[src/rtl/csr_pkg.sv]
// Shared encodings for the scratch CSR bank.
// CSR op, privilege, and context-FSM types.
package csr_pkg;

    typedef enum logic [1:0] {
        CSR_RD  = 2'b00,
        CSR_WR  = 2'b01,
        CSR_SET = 2'b10,
        CSR_CLR = 2'b11
    } csr_op_e;

    typedef enum logic [1:0] {
        PRIV_U = 2'b00,
        PRIV_S = 2'b01,
        PRIV_M = 2'b11
    } priv_e;

    typedef enum logic [1:0] {
        CTX_IDLE    = 2'b00,
        CTX_SAVE    = 2'b01,
        CTX_RESTORE = 2'b10
    } ctx_state_e;

    localparam logic CPY_SAVE    = 1'b0;
    localparam logic CPY_RESTORE = 1'b1;

    function automatic logic priv_ok(
        input logic [1:0] cur,
        input logic [1:0] min
    );
        return cur >= min;
    endfunction

endpackage

[src/rtl/csr_scratch_ctx_fsm.sv]
// Context save/restore sequencer for the scratch bank.
// Walks one channel per cycle; the datapath does the copy.
module csr_scratch_ctx_fsm
    import csr_pkg::*;
#(
    parameter int NCH = 2,
    parameter int IW  = (NCH > 1) ? $clog2(NCH) : 1
) (
    input  logic          clk,
    input  logic          rst,
    input  logic          ctx_save,
    input  logic          ctx_restore,
    input  logic          shadow_vld,
    output logic          start,
    output logic          busy,
    output logic          copy_en,
    output logic          copy_dir,
    output logic          last,
    output logic [IW-1:0] idx
);

    localparam logic [IW-1:0] LAST_IDX = IW'(NCH - 1);

    ctx_state_e state;

    // A pulse is taken only in IDLE; save beats restore.
    assign start   = (state == CTX_IDLE)
                   & (ctx_save | (ctx_restore & shadow_vld));
    assign busy    = (state != CTX_IDLE);
    assign copy_en = busy;
    assign last    = busy & (idx == LAST_IDX);

    // State, copy direction and channel index, stopping at NCH-1.
    always_ff @(posedge clk) begin
        if (rst) begin
            state    <= CTX_IDLE;
            idx      <= '0;
            copy_dir <= CPY_SAVE;
        end else begin
            unique case (state)
                CTX_IDLE: begin
                    if (ctx_save) begin
                        state    <= CTX_SAVE;
                        idx      <= '0;
                        copy_dir <= CPY_SAVE;
                    end else if (ctx_restore && shadow_vld) begin
                        state    <= CTX_RESTORE;
                        idx      <= '0;
                        copy_dir <= CPY_RESTORE;
                    end
                end
                CTX_SAVE, CTX_RESTORE: begin
                    if (idx == LAST_IDX) begin
                        state <= CTX_IDLE;
                        idx   <= '0;
                    end else begin
                        idx <= idx + 1'b1;
                    end
                end
                default: begin
                    state <= CTX_IDLE;
                    idx   <= '0;
                end
            endcase
        end
    end

endmodule

[src/rtl/csr_scratch_bank.sv]
// Bank of per-privilege scratch CSRs with handshaked RMW ops
// and a shadow copy saved/restored one channel per cycle.
module csr_scratch_bank
    import csr_pkg::*;
#(
    parameter int              XLEN    = 64,
    parameter int              NCH     = 2,
    parameter logic [7:0]      CH_PRIV = 8'b01_11,
    parameter logic [XLEN-1:0] RST_VAL = '0
) (
    input  logic                clk,
    input  logic                rst,
    input  logic                csr_valid,
    output logic                csr_ready,
    input  logic [NCH-1:0]      csr_sel,
    input  logic [1:0]          csr_op,
    input  logic [XLEN-1:0]     csr_wdata,
    input  logic [1:0]          priv,
    output logic                rsp_valid,
    input  logic                rsp_ready,
    output logic [XLEN-1:0]     rsp_rdata,
    output logic                rsp_err,
    input  logic                ctx_save,
    input  logic                ctx_restore,
    output logic                shadow_vld,
    output logic [NCH*XLEN-1:0] scratch_q
);

    localparam int IW = (NCH > 1) ? $clog2(NCH) : 1;

    logic [XLEN-1:0] scr [NCH];
    logic [XLEN-1:0] shd [NCH];

    logic          start;
    logic          busy;
    logic          copy_en;
    logic          copy_dir;
    logic          last;
    logic [IW-1:0] idx;

    csr_op_e         op;
    logic            accept;
    logic            sel_ok;
    logic            priv_bad;
    logic            acc_err;
    logic            wr_en;
    logic [XLEN-1:0] old_val;
    logic [XLEN-1:0] new_val;

    csr_scratch_ctx_fsm #(
        .NCH (NCH),
        .IW  (IW)
    ) u_ctx (
        .clk         (clk),
        .rst         (rst),
        .ctx_save    (ctx_save),
        .ctx_restore (ctx_restore),
        .shadow_vld  (shadow_vld),
        .start       (start),
        .busy        (busy),
        .copy_en     (copy_en),
        .copy_dir    (copy_dir),
        .last        (last),
        .idx         (idx)
    );

    assign op = csr_op_e'(csr_op);

    // Stall while sequencing, while a pulse is taken, or on a stuck response.
    assign csr_ready = !rst & !busy & !start
                     & !(rsp_valid & !rsp_ready);
    assign accept    = csr_valid & csr_ready;
    assign acc_err   = !sel_ok | priv_bad;
    assign wr_en     = accept & !acc_err & (op != CSR_RD);

    // Old value and privilege check, valid when sel is one-hot.
    always_comb begin
        sel_ok   = $onehot(csr_sel);
        old_val  = '0;
        priv_bad = 1'b0;
        for (int i = 0; i < NCH; i++) begin
            if (csr_sel[i]) begin
                old_val = old_val | scr[i];
                if (!priv_ok(priv, CH_PRIV[2*i +: 2]))
                    priv_bad = 1'b1;
            end
        end
    end

    // Result of the requested read-modify-write.
    always_comb begin
        new_val = old_val;
        unique case (1'b1)
            (op == CSR_WR):  new_val = csr_wdata;
            (op == CSR_SET): new_val = old_val | csr_wdata;
            (op == CSR_CLR): new_val = old_val & ~csr_wdata;
            default:         new_val = old_val;
        endcase
    end

    // Live registers: restore copy or accepted CSR write.
    always_ff @(posedge clk) begin
        if (rst) begin
            for (int i = 0; i < NCH; i++)
                scr[i] <= RST_VAL;
        end else begin
            for (int i = 0; i < NCH; i++) begin
                if (copy_en && copy_dir == CPY_RESTORE
                    && idx == IW'(i))
                    scr[i] <= shd[i];
                else if (wr_en && csr_sel[i])
                    scr[i] <= new_val;
            end
        end
    end

    // Shadow bank and its valid flag, updated on the final copy.
    always_ff @(posedge clk) begin
        if (rst) begin
            for (int i = 0; i < NCH; i++)
                shd[i] <= RST_VAL;
            shadow_vld <= 1'b0;
        end else begin
            for (int i = 0; i < NCH; i++) begin
                if (copy_en && copy_dir == CPY_SAVE
                    && idx == IW'(i))
                    shd[i] <= scr[i];
            end
            if (last)
                shadow_vld <= (copy_dir == CPY_SAVE);
        end
    end

    // Response register: load on accept, hold until consumed.
    always_ff @(posedge clk) begin
        if (rst) begin
            rsp_valid <= 1'b0;
            rsp_rdata <= '0;
            rsp_err   <= 1'b0;
        end else if (accept) begin
            rsp_valid <= 1'b1;
            rsp_rdata <= acc_err ? '0 : old_val;
            rsp_err   <= acc_err;
        end else if (rsp_ready) begin
            rsp_valid <= 1'b0;
        end
    end

    // Flatten live registers, ch0 in the low bits.
    always_comb begin
        scratch_q = '0;
        for (int i = 0; i < NCH; i++)
            scratch_q[i*XLEN +: XLEN] = scr[i];
    end

endmodule

[config.mk]
export PLATFORM = sky130hd
export DESIGN_NAME = csr_scratch_bank
export DESIGN_NICKNAME = d
export VERILOG_FILES = /design/src/rtl/csr_pkg.sv /design/src/rtl/csr_scratch_ctx_fsm.sv /design/src/rtl/csr_scratch_bank.sv
export SDC_FILE = /design/constraint.sdc
export NUM_CORES = 1
export LEC_CHECK = 0
export CORE_ASPECT_RATIO = 1.75
export CORE_MARGIN = 5
export CORE_UTILIZATION = 43
export DETAILED_ROUTE_END_ITERATION = 10
export PLACE_DENSITY = 0.68
export SLEW_MARGIN = 25
export SYNTH_ARGS = -nofsm -noshare
export SYNTH_HDL_FRONTEND = slang
export SYNTH_SLANG_ARGS = --single-unit
[constraint.sdc]
create_clock -name clk -period 8.4 [get_ports clk]
set_clock_uncertainty 0.05 [all_clocks]
set_input_delay 2.52 -clock clk [delete_from_list [all_inputs] [get_ports clk]]
set_output_delay 2.52 -clock clk [all_outputs]
set_load 0.05 [all_outputs]
==> results of run 1 <==
-- state kept, by name, indices dropped and copies added, names as in the netlist --
name,flops
u_ctx.state,2
shadow_vld,1
u_ctx.idx,1
rsp_valid,1
rsp_rdata,64
rsp_err,1
scr,128
shd,128
u_ctx.copy_dir,1
-- tightest hold or removal path, stage by stage (launching register included) --
cell     delay (ps)
dfxtp_1         310
nand2_1          50
a21oi_1          50
-- path summary, 6_finish.rpt --
path / to / start / depth (start not counted) / slack (ps)
max: csr_ready / ctx_save / 5 / 1550
min: rsp_rdata[25] / rsp_rdata[25] / 2 / 400
max reg2reg: scr[1][47] / u_ctx.state[0] / 8 / 4610
min reg2reg: rsp_rdata[25] / rsp_rdata[25] / 2 / 400
-- cell families after synthesis --
| family | count (synthesis) |
|---|---|
| mux | 129 |
| simple gates | 357 |
| flops | 327 |
| buf+inv | 139 |
| compound gates | 398 |
| fa+ha+maj | 2 |
-- where the power goes --
part           switching (mW)  leakage (nW)  internal [mW]
sequential             0.0778          3.24           1.92
clock                   0.648         0.511          0.815
combinational           0.548          3.41          0.252
-- synth_stat cells (all sizes together) (2+ instances only) --
cell type	count
buf	64
ha	2
edfxtp	256
nand3b	4
o31ai	65
o22ai	64
nor3	3
nor2	6
a21oi	134
inv	4
o2bb2ai	64
nand2b	3
nor3b	2
nand3	2
a22oi	64
or3b	64
and3b	2
nand2	134
nor2b	4
mux2i	128
and2	128
dfxtp	71
clkbuf	71
or3	2
or2	2
-- cell type report --
class,instances,share of cell area (%)
antenna,2,0.0252
clock buffer,45,4.64
clock inverter,17,0.711
inverter,4,0.0755
multi-input combinational,886,31.1
sequential,327,45.8
tap,475,2.99
timing repair buffer,292,14.6
-- per-stage QoR --
step           utilization [%]  hold WS, ps
4_1_cts                   54.2          406
5_1_grt                   54.2          426
3_3_place_gp              51.1          393
2_1_floorplan                -          396
6_report                  54.2          401
3_5_place_dp              51.3          398
-- layer usage --
layer,vias up,global-route usage [%],wire [um]
met5,-,0,13
met4,2,8.52,1650
met3,97,3.95,3240
met2,525,40.8,25400
met1,6058,28.6,19300
li1,5516,-,-
==> summary.json, run 1 <==
{
  "cts": {
    "cts_htree_levels": 2,
    "root_buffer": "clkbuf_16",
    "post_cts_repair_resize_count": 0,
    "hold_bufs_at_cts": 0,
    "numClockSinks": 327,
    "buffer_levels_on_the_longest_clock_path": 3,
    "setup_repair_bufs_after_cts": 0,
    "worst_skew_pair.late_latency_ps": 530,
    "worst_path_clk_slew_ps": 60,
    "cts_buffers": 34,
    "cts_tree": "built"
  },
  "sta": {
    "final_hold_viol_count": 0,
    "report.final.slew_viol_count": 0,
    "post-route-min-period_ps": 6850,
    "post-route-period-util_pct": 81.5,
    "fmaxAchievable_mhz": 146,
    "timing.setup.tns_ps": 0,
    "slew_of_the_pin_with_the_lowest_slew_margin_ps": 996,
    "relSlewSlack_pct": 33.6,
    "setup_violations": 0,
    "worst_slack_ps": 1550,
    "unrepaired_setup_endpoints_after_global_routing": "no"
  },
  "placement": {
    "dp_hpwl_um": 29100,
    "detailed_place.area_mm2": 0.0188,
    "finalWeightedCongestion": 0.778,
    "preCtsSetupSlack_ps": 1550,
    "dp.cells": 1984,
    "io_buffer_count": 271
  },
  "floorplanning": {
    "die_area_mm2": 0.0411,
    "placement_rows": 93,
    "starting_utilization_of_the_core_area_pct": 43.4,
    "num_io_pins": 272,
    "chipWidth_um": 155,
    "chipHeight_um": 264,
    "core_area_mm2": 0.0367
  },
  "outcome": {
    "status": "finished, final reports clean"
  },
  "grt": {
    "antenna_violations_before_repair": 5,
    "first_global_vias": 12344,
    "wire_length_of_the_first_global_routing_pass_um": 75200,
    "grt_start_max_net_pins": 195,
    "grt_util_all_layers_pct": 23.2,
    "global_route.overflow_total": 0
  },
  "setup_path": {
    "crit_path_cell_trace": "clkdlybuf4s50_1, a21oi_4, nor2_1, nor2_1, clkdlybuf4s50_1",
    "cp_slowest_stage_delay_ps": 810,
    "crit_type": "in -> out",
    "cp.buffers_inverters": 2,
    "slowest_stage": "clkdlybuf4s50_1",
    "critPathTopFamily": "buffers and inverters",
    "critPathArrivalTime_ps": 4280,
    "critical_path.endpoint_type": "output pin",
    "worstPathRequired_ps": 5830,
    "worst_setup_start_kind": "input port",
    "critical_path_peak_fanout": 6
  },
  "synthesis": {
    "synth-seq-area-share_pct": 57.3,
    "synthesis.yosys.warnings": 0,
    "syn_area_mm2": 0.0159,
    "ys_dominant_reg_cell": "edfxtp_1",
    "synth_top_cells_by_area": "edfxtp_1 (48%), dfxtp_1 (8.9%), mux2i_1 (8.1%)",
    "synth_xor_area_share_pct": 0,
    "yosysTopAreaCellShare_pct": 48.3,
    "synth.avg_cell_area_um2": 11.8,
    "syn-num-nets": 1430,
    "netlist-cell-type-count": 43,
    "synthesis.instances": 1352,
    "synthDominantAreaCellType": "edfxtp_1",
    "synth_mux_area_share_pct": 8.13,
    "synth_top_family_by_area": "compound AO/OA/AOI/OAI gates",
    "synth_simple_gate_area_share_pct": 13.0,
    "synth-adder-area-share_pct": 0.157,
    "async_flop_share_pct": 0,
    "synth_edf_count": 256,
    "synth_seq_cells": 327,
    "synth-compound-area-share_pct": 17.2
  },
  "drt": {
    "wirelength_um": 49600,
    "detail_route.vias_per_cell": 5.96,
    "drt_first_iter_violations": 873,
    "remaining_drc_errors": 0,
    "dr_total_vias": 12198,
    "route.antenna.remaining_nets": 0,
    "firstDrtPassIters": 5,
    "post_drt_wl_per_cell_um": 24.2
  },
  "cells_and_area": {
    "sequential_cell_area_mm2": 0.00911,
    "finish.cell_count_without_fillers": 2048,
    "design_area_mm2": 0.0199,
    "area_of_the_multi_input_gates_mm2": 0.00619,
    "final_net_count": 1623,
    "share_of_final_layout_standard_cells_stronger_than_drive_strength_1_pct": 6.43,
    "layout.cells.most_common": "clkdlybuf4s50_1",
    "syn2layout_area_growth_pct": 25.0,
    "most-common-layout-cells": "clkdlybuf4s50_1 (266), edfxtp_1 (256), a21oi_1 (133), nand2_1 (133)",
    "fillerInstances": 3224
  },
  "worst_hold_path": {
    "worst_hold_path_type": "reg -> reg"
  },
  "pwr": {
    "power_density_mw_per_mm2": 215,
    "fin_total_pwr_mw": 4.26,
    "total_leakage_power_nw": 7.16,
    "worst_ir_drop_vdd_uv": 148
  },
  "run": {
    "timing.max_cap.violations": 0
  }
}
Note: power is estimated with default switching activity, not from simulation.
==> run 2, diff against run 1 <==
Settings changed: PLACE_DENSITY 0.68 to 0.71.
Clock period 8.4 ns to 6.2 ns, I/O delays scaled along.
==> run 2 against run 1 <==
Total power increased by 38%. Hold slack improved by 2.4 ps. Count of clock-buffer cells in the layout decreased by 9. Utilization increased by 0.072 points. Sequential power increased by 36%. Register-to-register slack got worse by 1500 ps. Critical path type unchanged. Largest cell class unchanged.
==> summary.json, run 2 (synthesis gave the netlist of run 1 again) <==
{
  "sta": {
    "worst_slack": {"value": 551, "unit": "ps", "change": "-1000 ps"},
    "setup_violations": {"value": 0, "change": "unchanged"},
    "worst_hold_slack": {"value": 404, "unit": "ps", "change": "+2.38 ps"},
    "timing.setup.tns": {"value": 0, "unit": "ps", "change": "unchanged"},
    "report.final.slew_viol_count": {"value": 0, "change": "unchanged"},
    "relSlewSlack": {"value": 38.3, "unit": "%", "change": "+4.7 points"},
    "final_hold_viol_count": {"value": 0, "change": "unchanged"},
    "fmaxAchievable_mhz": 177,
    "slew_of_the_pin_with_the_lowest_slew_margin": {"value": 926, "unit": "ps", "change": "-70.8 ps"},
    "post-route-min-period_ps": 5650,
    "post-route-period-util_pct": 91.1,
    "unrepaired_setup_endpoints_after_global_routing": "no"
  },
  "cts": {
    "setup_repair_bufs_after_cts": {"value": 0, "change": "unchanged"},
    "post_cts_repair_resize_count": {"value": 0, "change": "unchanged"},
    "hold_bufs_at_cts": {"value": 0, "change": "unchanged"},
    "worst_path_clk_slew": {"value": 70, "unit": "ps", "change": "about the same"},
    "root_buffer": "clkbuf_16",
    "cts_htree_levels": {"value": 1, "change": "-1"},
    "numClockSinks": {"value": 327, "change": "unchanged"},
    "worst_skew_pair.late_latency": {"value": 570, "unit": "ps", "change": "+40 ps"},
    "cts_buffers": {"value": 30, "change": "-12%"},
    "buffer_levels_on_the_longest_clock_path": {"value": 3, "change": "unchanged"},
    "cts_tree": "built"
  },
  "drt": {
    "dr_total_vias": {"value": 12171, "change": "-0.22%"},
    "wirelength": {"value": 49500, "unit": "um", "change": "-0.12%"},
    "route.antenna.remaining_nets": {"value": 0, "change": "unchanged"},
    "post_drt_wl_per_cell": {"value": 24.3, "unit": "um", "change": "+0.32%"},
    "remaining_drc_errors": {"value": 0, "change": "unchanged"},
    "drt_first_iter_violations": {"value": 873, "change": "unchanged"},
    "detail_route.vias_per_cell": {"value": 5.97, "change": "+0.22%"},
    "firstDrtPassIters": {"value": 5, "change": "unchanged"}
  },
  "setup_path": {
    "worstPathRequired": {"value": 4290, "unit": "ps", "change": "-1540 ps"},
    "critPathArrivalTime": {"value": 3740, "unit": "ps", "change": "-540 ps"},
    "critPathTopFamily": "buffers and inverters",
    "cp.buffers_inverters": {"value": 2, "change": "unchanged"},
    "slowest_stage": "clkdlybuf4s50_1",
    "crit_type": "in -> out",
    "critical_path_peak_fanout": {"value": 6, "change": "unchanged"},
    "cp_slowest_stage_delay": {"value": 840, "unit": "ps", "change": "+30 ps"},
    "worst_setup_start_kind": "input port",
    "rrSetupSlack": {"value": 3110, "unit": "ps", "change": "-1500 ps"},
    "crit_path_cell_trace": "clkdlybuf4s50_1, a21oi_4, nor2_1, nor2_1, clkdlybuf4s50_1",
    "critical_path.endpoint_type": "output pin"
  },
  "pwr": {
    "power_density": {"value": 296, "unit": "mW/mm^2", "change": "+38%"},
    "total_leakage_power": {"value": 7.18, "unit": "nW", "change": "+0.37%"},
    "fin_total_pwr": {"value": 5.89, "unit": "mW", "change": "+38%"},
    "worst_ir_drop_vdd": {"value": 195, "unit": "uV", "change": "+32%"}
  },
  "cells_and_area": {
    "layout.cells.most_common": "clkdlybuf4s50_1",
    "sequential_cell_area": {"value": 0.00911, "unit": "mm^2", "change": "unchanged"},
    "share_of_final_layout_standard_cells_stronger_than_drive_strength_1": {"value": 6.46, "unit": "%", "change": "+0.033 points"},
    "final_net_count": {"value": 1617, "change": "-0.37%"},
    "reg_top3": "scr: 128 flops, shd: 128 flops, rsp_rdata: 64 flops",
    "fillerInstances": {"value": 3176, "change": "-1.5%"},
    "finish.cell_count_without_fillers": {"value": 2039, "change": "-0.44%"},
    "area_of_the_multi_input_gates": {"value": 0.00619, "unit": "mm^2", "change": "about the same"},
    "syn2layout_area_growth_pct": 25.2,
    "most-common-layout-cells": "clkdlybuf4s50_1 (266), edfxtp_1 (256), a21oi_1 (133), nand2_1 (133)"
  },
  "floorplanning": {
    "core_area": {"value": 0.0367, "unit": "mm^2", "change": "unchanged"},
    "starting_utilization_of_the_core_area": {"value": 43.4, "unit": "%", "change": "unchanged"},
    "chipHeight": {"value": 264, "unit": "um", "change": "unchanged"},
    "num_io_pins": {"value": 272, "change": "unchanged"},
    "chipWidth": {"value": 155, "unit": "um", "change": "unchanged"},
    "placement_rows": {"value": 93, "change": "unchanged"},
    "die_area": {"value": 0.0411, "unit": "mm^2", "change": "unchanged"}
  },
  "grt": {
    "global_route.overflow_total": {"value": 0, "change": "unchanged"},
    "first_global_vias": {"value": 12597, "change": "+2.0%"},
    "wire_length_of_the_first_global_routing_pass": {"value": 75400, "unit": "um", "change": "+0.31%"},
    "antenna_violations_before_repair": {"value": 1, "change": "-4"},
    "grt_util_all_layers": {"value": 23.3, "unit": "%", "change": "+0.028 points"},
    "grt_start_max_net_pins": {"value": 195, "change": "unchanged"}
  },
  "placement": {
    "finalWeightedCongestion": {"value": 0.790, "change": "+1.5%"},
    "io_buffer_count": {"value": 271, "change": "unchanged"},
    "dp_hpwl": {"value": 29600, "unit": "um", "change": "+2.0%"},
    "dp.cells": {"value": 1982, "change": "-0.10%"},
    "preCtsSetupSlack": {"value": 574, "unit": "ps", "change": "-979 ps"}
  },
  "worst_hold_path": {
    "worst_hold_path_type": "reg -> reg"
  },
  "run": {
    "timing.max_cap.violations": {"value": 0, "change": "unchanged"}
  },
  "outcome": {
    "status": "finished, final reports clean"
  }
}
-- run 2: cell count changes in the layout (fill, tap and decap cells not counted), sizes merged --
cell / before / now
buf: 26 / 24
bufinv: 1 / 7
clkbuf: 45 / 36
clkinvlp: 3 / 1
diode: 2 / 1
inv: 6 / 5
-- run 2: metrics by stage --
stage	area [um^2]	utilization, %
after global routing	19900	54.3
after global placement	18800	51.2
final	19900	54.3
after detailed placement	18800	51.2
after CTS	19900	54.3
after floorplan	15900	-
-- run 2: final timing paths --
check | startpoint | to | depth (start not counted)
hold / removal | rsp_rdata[22] | rsp_rdata[22] | 2
hold reg to reg | rsp_rdata[22] | rsp_rdata[22] | 2
setup / recovery | ctx_save | csr_ready | 5
setup reg to reg | u_ctx.state[1] | scr[0][17] | 7
-- run 2: cell type report --
cell class | instances | share of cell area (%)
diodes | 1 | 0.0126
clock buffers | 36 | 4.19
clock inverters | 20 | 1.39
inverters | 4 | 0.0754
multi-input cells | 886 | 31.1
flip-flops and latches | 327 | 45.8
well taps | 475 | 2.99
repair buffers | 290 | 14.5
-- run 2: power breakdown --
group | switching, mW | internal (mW) | leakage (nW)
Clock | 0.852 | 1.25 | 0.549
Combinational | 0.738 | 0.338 | 3.40
Sequential | 0.109 | 2.61 | 3.24
-- run 2: worst reg2reg max path: cells and delay by family (launching register included) --
kind                     cells  cell delay [ps]
AO/OA/AOI/OAI                1              370
adder cells (fa/ha/maj)      1              400
buffers and inverters        3             1090
flip-flops                   1              320
multiplexers                 1              220
AND/OR/NAND/NOR              1              360
-- run 2: per-layer routing --
layer | part of all wire (%) | track usage (%) | wire [um] | vias up
met3 | 5.6 | 2.91 | 2790 | 83
met1 | 39 | 28.6 | 19400 | 6093
met5 | 0 | 0 | 0 | -
li1 | - | - | - | 5498
met2 | 51 | 41.4 | 25500 | 497
met4 | 3.8 | 8.95 | 1890 | 0
